### config.mk
export PLATFORM = sky130hd
export DESIGN_NAME = ps2_key_scheduler
export DESIGN_NICKNAME = d
export VERILOG_FILES = /design/src/rtl/ps2_key_scheduler.sv
export SDC_FILE = /design/constraint.sdc
export NUM_CORES = 1
export LEC_CHECK = 0
export BUFFER_PORTS_ARGS = -buffer_cell sky130_fd_sc_hd__buf_2
export CORE_AREA = 2 2 93 113
export CTS_CLUSTER_DIAMETER = 150
export DETAILED_ROUTE_END_ITERATION = 7
export DIE_AREA = 0 0 95 115
export HOLD_SLACK_MARGIN = 0.1
export PLACE_DENSITY_LB_ADDON = 0.3
export SKIP_LAST_GASP = 1
export SLEW_MARGIN = 5
export SYNTH_ARGS = -nofsm -noshare
export SYNTH_HDL_FRONTEND = slang
export SYNTH_SLANG_ARGS = --single-unit
### constraint.sdc
create_clock -name clk -period 4.9 [get_ports clk]
set_input_delay 1.225 -clock clk [delete_from_list [all_inputs] [get_ports clk]]
set_output_delay 1.225 -clock clk [all_outputs]
set_load 0.005 [all_outputs]
### src/rtl/ps2_key_scheduler.sv
// PS/2 game-key scheduler: tracks held action keys, raises one-shot and
// auto-repeat requests, and issues them round-robin on a valid/ready stream.
module ps2_key_scheduler #(
    parameter int unsigned REPEAT_DELAY  = 25_000_000,
    parameter int unsigned REPEAT_PERIOD = 10_000_000,
    parameter int unsigned CNT_W         = 26
) (
    input  logic       clk,
    input  logic       rst_n,
    input  logic [9:0] key_code,
    input  logic       key_valid,
    input  logic       op_ready,
    output logic       op_valid,
    output logic [2:0] op_code,
    output logic [5:0] held,
    output logic [7:0] drop_cnt
);

    localparam logic [2:0] OP_SELECT = 3'd0;
    localparam logic [2:0] OP_LEFT   = 3'd1;
    localparam logic [2:0] OP_RIGHT  = 3'd2;
    localparam logic [2:0] OP_UP     = 3'd3;
    localparam logic [2:0] OP_DOWN   = 3'd4;
    localparam logic [2:0] OP_CANCEL = 3'd5;

    logic [5:0]       pending;
    logic [2:0]       rr_ptr;
    logic             rep_active;
    logic [2:0]       rep_key;
    logic [CNT_W-1:0] rep_timer;

    logic       map_hit;
    logic [2:0] act;
    logic       ev_make, ev_break, dir_make, cancel_make;
    logic       rep_stop, rep_expire, rep_fire;
    logic       load, grant_hit, grant_take;
    logic [2:0] grant_idx;
    logic [3:0] cand;
    logic [5:0] grant_mask, make_mask, rep_mask, pending_next;
    logic       drop_make, drop_rep;
    logic [8:0] drop_sum;
    logic [7:0] drop_next;

    // Key map is matched on {expand, scancode}; the break bit is handled separately.
    always_comb begin
        map_hit = 1'b0;
        act     = OP_SELECT;
        case ({key_code[9], key_code[7:0]})
            9'h05A, 9'h029: begin map_hit = 1'b1; act = OP_SELECT; end
            9'h16B, 9'h01C: begin map_hit = 1'b1; act = OP_LEFT;   end
            9'h174, 9'h023: begin map_hit = 1'b1; act = OP_RIGHT;  end
            9'h175, 9'h01D: begin map_hit = 1'b1; act = OP_UP;     end
            9'h172, 9'h01B: begin map_hit = 1'b1; act = OP_DOWN;   end
            9'h076:         begin map_hit = 1'b1; act = OP_CANCEL; end
            default: ;
        endcase
    end

    assign ev_make     = key_valid && map_hit && !key_code[8] && !held[act];
    assign ev_break    = key_valid && map_hit && key_code[8];
    assign dir_make    = ev_make && (act != OP_SELECT) && (act != OP_CANCEL);
    assign cancel_make = ev_make && (act == OP_CANCEL);

    // Any event that ends the current repeat also suppresses an expiry in the same cycle.
    assign rep_stop   = dir_make || cancel_make || (ev_break && rep_active && (act == rep_key));
    assign rep_expire = rep_active && !rep_stop && (rep_timer == CNT_W'(1));
    assign rep_fire   = rep_expire && held[rep_key];

    always_comb begin
        grant_hit = 1'b0;
        grant_idx = '0;
        cand      = '0;
        for (int unsigned i = 1; i <= 6; i++) begin
            cand = {1'b0, rr_ptr} + 4'(i);
            if (cand >= 4'd6)
                cand = cand - 4'd6;
            if (!grant_hit && pending[cand[2:0]]) begin
                grant_hit = 1'b1;
                grant_idx = cand[2:0];
            end
        end
    end

    assign load       = !op_valid || op_ready;
    assign grant_take = load && grant_hit;
    assign grant_mask = grant_take ? (6'b000001 << grant_idx) : '0;
    assign make_mask  = ev_make    ? (6'b000001 << act)       : '0;
    assign rep_mask   = rep_fire   ? (6'b000001 << rep_key)   : '0;

    // A set landing on a bit being granted this cycle re-arms it without counting as a drop.
    assign drop_make = ev_make  && pending[act]     && !grant_mask[act];
    assign drop_rep  = rep_fire && pending[rep_key] && !grant_mask[rep_key];

    always_comb begin
        pending_next = pending & ~grant_mask;
        if (cancel_make)
            pending_next[4:0] = '0;
        pending_next = pending_next | make_mask | rep_mask;
    end

    assign drop_sum  = {1'b0, drop_cnt} + 9'(drop_make) + 9'(drop_rep);
    assign drop_next = (drop_sum > 9'd255) ? 8'hFF : drop_sum[7:0];

    always_ff @(posedge clk or negedge rst_n) begin
        if (!rst_n) begin
            op_valid   <= 1'b0;
            op_code    <= '0;
            held       <= '0;
            drop_cnt   <= '0;
            pending    <= '0;
            rr_ptr     <= OP_CANCEL;
            rep_active <= 1'b0;
            rep_key    <= '0;
            rep_timer  <= '0;
        end else begin
            pending  <= pending_next;
            drop_cnt <= drop_next;

            if (ev_make)
                held[act] <= 1'b1;
            else if (ev_break)
                held[act] <= 1'b0;

            if (dir_make) begin
                rep_active <= 1'b1;
                rep_key    <= act;
                rep_timer  <= CNT_W'(REPEAT_DELAY);
            end else if (rep_stop) begin
                rep_active <= 1'b0;
            end else if (rep_expire) begin
                if (held[rep_key])
                    rep_timer <= CNT_W'(REPEAT_PERIOD);
                else
                    rep_active <= 1'b0;
            end else if (rep_active) begin
                rep_timer <= rep_timer - CNT_W'(1);
            end

            if (load) begin
                if (grant_hit) begin
                    op_valid <= 1'b1;
                    op_code  <= grant_idx;
                    rr_ptr   <= grant_idx;
                end else begin
                    op_valid <= 1'b0;
                end
            end
        end
    end

endmodule

==> flow_summary.json, run 1 <==
{
  "outcome": "completed",
  "ctsHoldBuffers": 0,
  "synthSimpleGateAreaFrac_pct": 27.7,
  "synth_nets": 557,
  "die_h_um": 115,
  "wire_per_inst_um": 17.9,
  "grt-ovfl-total": 0,
  "antenna_found_initial": 0,
  "worstMarginPinSlew_ps": 732,
  "cp.arrival_ps": 4900,
  "syn_to_final_growth_pct": 15.2,
  "synth_xor_area_share_pct": 3.64,
  "fin_crit_sh_pct": 95.8,
  "clock_skew_ps": 11.7,
  "max-slew-margin-rel_pct": 51.2,
  "critPathMaxStageDelay_ps": 540,
  "start_kind": "input port",
  "syn_area_um2": 4570,
  "wl_mm": 12.7,
  "synthCells": 528,
  "dpl_cell_area_um2": 5020,
  "drv_slew": 0,
  "path_class": "in -> reg",
  "synth_edf_count": 0,
  "hp-class": "reg -> reg",
  "synth_compound_area_share_pct": 25.0,
  "grt.total_usage_pct": 23.5,
  "io_buffers": 31,
  "cap_violations": 0,
  "clkLatencyLatePin_ps": 300,
  "p_int_mw": 1.40,
  "peakVddDrop_mv": 0.277,
  "yosys_warnings": 0,
  "power_frac_clock_pct": 14.7,
  "core_area_um2": 9860,
  "slowest_stage": "or4_1",
  "firstDrtPassIters": 5,
  "nets": 610,
  "setup_viol_count_final": 0,
  "cts_max_path_buffers": 2,
  "initial_core_util_pct": 46.3,
  "gp_congestion": 0.923,
  "drive_gt1_share_pct": 22.5,
  "fmax_mhz": 213,
  "cts_tree": "done",
  "fin_util_pct": 53.3,
  "ys_seq_elements": 56,
  "crit_fanout": 5,
  "die_w_um": 95,
  "worstPathCellList": "buf_2 -> nand4b_1 -> buf_4 -> or4_1 -> nand3_1 -> a2111oi_2 -> a32o_2 -> and2_1 -> or3_4 -> a211o_1 -> a311oi_2 -> fa_1 -> ha_1 -> and3_2 -> a31oi_1 -> a41oi_1",
  "yosys-mux-area-fraction_pct": 4.11,
  "ys_seq_area_share_pct": 30.7,
  "powerDensity_nw_per_um2": 483,
  "n_antenna_cell": 0,
  "final_area_um2": 5260,
  "leakagePower_nw": 2.25,
  "p_sw_mw": 1.14,
  "end_kind": "register",
  "die-area_um2": 10900,
  "switching_share_pct": 44.8,
  "cp.required_ps": 5110,
  "clock-sinks": 56,
  "synth_top_family_by_area": "simple AND/OR/NAND/NOR gates",
  "synth_ff_type": "dfrtp_1",
  "cts.htree.levels": 2,
  "fill_cells": 897,
  "grt_pass1_wl_mm": 20.5,
  "first_iter_violations": 306,
  "rsz0062_at_grt": "false",
  "p_seq_share_pct": 29.4,
  "synth_adder_area_share_pct": 4.28,
  "drcViolationCount": 0,
  "hpwl_mm": 9.32,
  "root_buffer": "clkbuf_16",
  "ant_nets": 0,
  "grt_max_degree": 57,
  "whs_path_depth": 1,
  "synth.distinct_cells": 87,
  "ios": 32,
  "num_vias": 4458,
  "clk_pin_slew_ps": 80,
  "post-route-min-period_ps": 4700,
  "vias_per_cell": 6.30,
  "grt_pass1_vias": 4254,
  "hold_viol": 0,
  "ff2ff_path_depth": 17,
  "syn_area_per_cell_um2": 8.65,
  "pwr-share-comb_pct": 55.9,
  "synthArstFlopShare_pct": 100,
  "num_rows": 40,
  "cts_buffers": 5
}
[final cells by class]
cell class                      count  area, µm²  area share, %
Multi-Input combinational cell    430       3020           57.4
Sequential cell                    56       1400           26.7
Timing Repair Buffer               72        463           8.80
Tap cell                          126        158           3.00
Clock buffer                        5        125           2.38
Inverter                           16       63.8           1.21
Clock inverter                      3       26.3          0.500
[power by group through the flow]
stage                     clock, mW  combinational, mW  sequential (mW)
after floorplan                   0              0.987            0.702
after global placement            0               1.28            0.742
after detailed placement          0               1.31            0.745
after CTS                     0.379               1.35            0.740
after global routing          0.396               1.56            0.766
final                         0.372               1.42            0.746
[kinds of logic (layout without fill, tap and decap cells)]
| family | Yosys count | in the layout |
|---|---|---|
| buf+inv | 42 | 96 |
| mux | 16 | 16 |
| simple gates | 224 | 224 |
| xor+xnor | 19 | 19 |
| fa+ha+maj | 15 | 15 |
| flops | 56 | 56 |
| compound gates | 156 | 156 |
[routing by layer]
layer,up-vias,global-route usage [%],part of all wire [%]
li1,2118,-,-
met5,-,0,0
met2,140,41.9,52
met3,28,2.49,3.9
met4,0,8.79,2.3
met1,2172,29.1,42
[path summary, 6_finish.rpt]
kind | from | endpoint | slack (ps)
worst max-delay path | key_code[7] | drop_cnt[6] | 200
worst min register to register | op_code[0] | op_code[0] | 500
max in group asynchronous | rst_n | asynchronous set/reset pin | 3380
worst max register to register | rr_ptr[0] | drop_cnt[6] | 230
worst min-delay path | op_code[0] | op_code[0] | 500
min in group asynchronous | rst_n | rep_timer[17] | 1040
[stage by stage]
step	cells	power (mW)	hold WS, ps	setup slack (ps)	setup TNS [ps]
6_report	708	2.54	504	205	0
5_1_grt	708	2.72	530	6.43	0
4_1_cts	707	2.47	511	26.2	0
3_5_place_dp	697	2.06	498	-256	-1680
3_3_place_gp	697	2.03	478	-88.1	-466
2_1_floorplan	528	1.69	461	40.9	0
[critical path: cells and delay by family]
kind	cells	cell delay [ps]
simple gates	6	1740
compound gates	6	1200
fa+ha+maj	2	470
buf+inv	2	270
[cell usage in the layout (no fill, tap or decap), types with 6 or more instances in the layout]
cell / count
a22o_1: 6
mux2i_1: 12
and2_1: 6
buf_2: 31
o21ai_0: 33
nand3b_1: 6
nand3_1: 12
nand2_1: 42
nand2b_1: 16
nand4b_1: 6
nor2b_1: 6
ha_1: 13
buf_4: 41
dfrtp_1: 54
a31oi_1: 10
inv_1: 13
and3_1: 9
or3_1: 13
nor3_1: 23
a21oi_2: 6
xnor2_1: 17
a21oi_1: 15
o21ai_1: 8
nand4_1: 10
o211ai_1: 10
nor2_1: 36
[synthesized netlist by cell type (8+ instances only)]
cell type  count  share of area, %
nand2b_1      16               2.2
and3_1        10               1.4
nand2_1       42               3.5
clkbuf_1      11              0.90
o21ai_0       34               3.7
or3_1         13               1.8
a31oi_1       10               1.4
nor3_1        27               3.0
o21ai_1        8              0.88
xnor2_1       18               3.5
a21oi_1       18               2.0
buf_2          8              0.88
ha_1          14               3.8
nand4_1       10               1.4
nand3_1       13               1.4
nor2_1        37               3.0
inv_1         14               1.2
o211ai_1      10               1.6
dfrtp_1       54                30
mux2i_1       12               2.6
[what timing repair did]
action                                  CTS  global route
gates resized for setup                   0            16
pin swaps                                 0             0
buffers inserted                          2             1
endpoints found under the setup margin    7             8
(Power assumes the default switching activity.)
==> inputs of run 2 (changes only) <==
==> constraint.sdc (replaced) <==
create_clock -name clk -period 4.9 [get_ports clk]
set_input_delay 0.98 -clock clk [delete_from_list [all_inputs] [get_ports clk]]
set_output_delay 0.98 -clock clk [all_outputs]
set_load 0.005 [all_outputs]
==> flow_summary.json, run 2 (synthesized netlist as in run 1, its figures left out) <==
{
  "hold_viol": 0,
  "ctsHoldBuffers": 0,
  "most-common-layout-cells": "dfrtp_1, nand2_1, nor2_1",
  "grt_pass1_vias": 4268,
  "drcViolationCount": 0,
  "syn_to_final_growth_pct": 13.1,
  "final_common_cell": "dfrtp_1",
  "worstMarginPinSlew_ps": 883,
  "fin_crit_sh_pct": 95.4,
  "wire_per_inst_um": 18.2,
  "max-slew-margin-rel_pct": 41.1,
  "reg2reg_from": "rr_ptr[2]",
  "grt.total_usage_pct": 23.5,
  "die_h_um": 115,
  "die_w_um": 95,
  "slowest_stage": "dfstp_2",
  "cp.arrival_ps": 4850,
  "core_area_um2": 9860,
  "hp-class": "reg -> reg",
  "die-area_um2": 10900,
  "crit_fanout": 10,
  "clkLatencyLatePin_ps": 300,
  "regToRegSetupSlack_ps": 220,
  "cts_buffers": 5,
  "path_class": "reg -> reg",
  "cp-endpoint": "drop_cnt[3]",
  "drive_gt1_share_pct": 19.6,
  "post-route-min-period_ps": 4680,
  "cts_max_path_buffers": 2,
  "peakVddDrop_mv": 0.255,
  "hold_ws_ps": 508,
  "grt_pass1_wl_mm": 20.7,
  "clock_skew_ps": 7.74,
  "antenna_found_initial": 0,
  "ant_nets": 0,
  "cp.required_ps": 5070,
  "cts.htree.levels": 2,
  "reg2reg_to": "drop_cnt[3]",
  "clock-sinks": 56,
  "leakagePower_nw": 2.19,
  "wl_mm": 12.6,
  "firstDrtPassIters": 5,
  "tns_ps": 0,
  "clk_pin_slew_ps": 70,
  "end_kind": "register",
  "initial_core_util_pct": 46.3,
  "fmax_mhz": 214,
  "drv_slew": 0,
  "startpoint": "rr_ptr[2]",
  "grt-ovfl-total": 0,
  "crit_top_cell": "buf_4",
  "num_rows": 40,
  "gp_congestion": 0.922,
  "critPathMaxStageDelay_ps": 540,
  "outcome": "completed",
  "hpwl_mm": 9.16,
  "n_antenna_cell": 0,
  "ios": 32,
  "cap_violations": 0,
  "vias_per_cell": 6.34,
  "io_buffers": 31,
  "grt_max_degree": 57,
  "root_buffer": "clkbuf_16",
  "cts_tree": "done",
  "num_vias": 4384,
  "powerDensity_nw_per_um2": 494,
  "first_iter_violations": 278,
  "fin_util_pct": 52.4,
  "finalPower_mw": 2.55,
  "setup_viol_count_final": 0,
  "start_kind": "register",
  "worstPathCellList": "buf_4 -> ha_1 -> nand2_1 -> nor4b_1 -> nor3_1 -> buf_4 -> nor3b_1 -> nand4b_1 -> buf_4 -> o221a_4 -> xnor2_1 -> o31ai_1 -> a311oi_2 -> fa_1 -> ha_1 -> and3_1 -> nand3_1 -> o21ai_0",
  "nets": 594,
  "ff2ff_path_depth": 18
}
run 2: through the flow:
stage / cells / area (µm²) / setup WS, ps
2_1_floorplan: 528 / 4570 / 40.9
3_3_place_gp: 681 / 4910 / 3.46
3_5_place_dp: 681 / 4910 / -131
4_1_cts: 689 / 5060 / 124
5_1_grt: 692 / 5160 / -0.761
6_report: 692 / 5160 / 225
run 2: final cells by class:
type | count | area, µm²
sequential | 56 | 1400
clock inverter | 2 | 13.8
tap | 126 | 158
fill | 922 | 4700
multi-input combinational | 430 | 3040
clock buffer | 6 | 129
timing repair buffer | 56 | 355
inverter | 16 | 67.6
run 2: worst min path at each step:
stage	start	to	cells after the start
final	rep_timer[6]	rep_timer[6]	1
after global routing	rep_timer[16]	rep_timer[16]	1
after CTS	rep_timer[6]	rep_timer[6]	1
after detailed placement	rep_timer[6]	rep_timer[6]	1
after global placement	rep_timer[8]	rep_timer[8]	1
after floorplan	rep_timer[8]	rep_timer[8]	1
run 2: power by group:
group	leakage, nW	internal, mW	switching (mW)
Combinational	1.39	0.625	0.824
Sequential	0.728	0.593	0.146
Clock	0.0712	0.191	0.169
run 2: timing repair:
action | 4_1_cts | 5_1_grt
pin swaps | 0 | 1
gates cloned | 0 | 0
gates resized for setup | 1 | 15
buffers inserted | 0 | 3
endpoints found under the setup margin | 1 | 8
run 2: per-layer routing:
layer / up-vias / global-route usage [%] / wire, µm
li1: 2090 / - / -
met1: 2122 / 29.6 / 5260
met2: 141 / 40.9 / 6470
met3: 31 / 2.62 / 552
met4: 0 / 9.86 / 312
met5: - / 0 / 0
run 2: worst max-delay path: cells and delay by family (launching register included):
kind | cells | cell delay, ps
DFF | 1 | 540
and+or+nand+nor | 7 | 1470
buffers and inverters | 3 | 540
xor gates and xnor gates | 1 | 140
AOI/OAI and AO/OA | 4 | 830
adders and majority gates | 3 | 1000
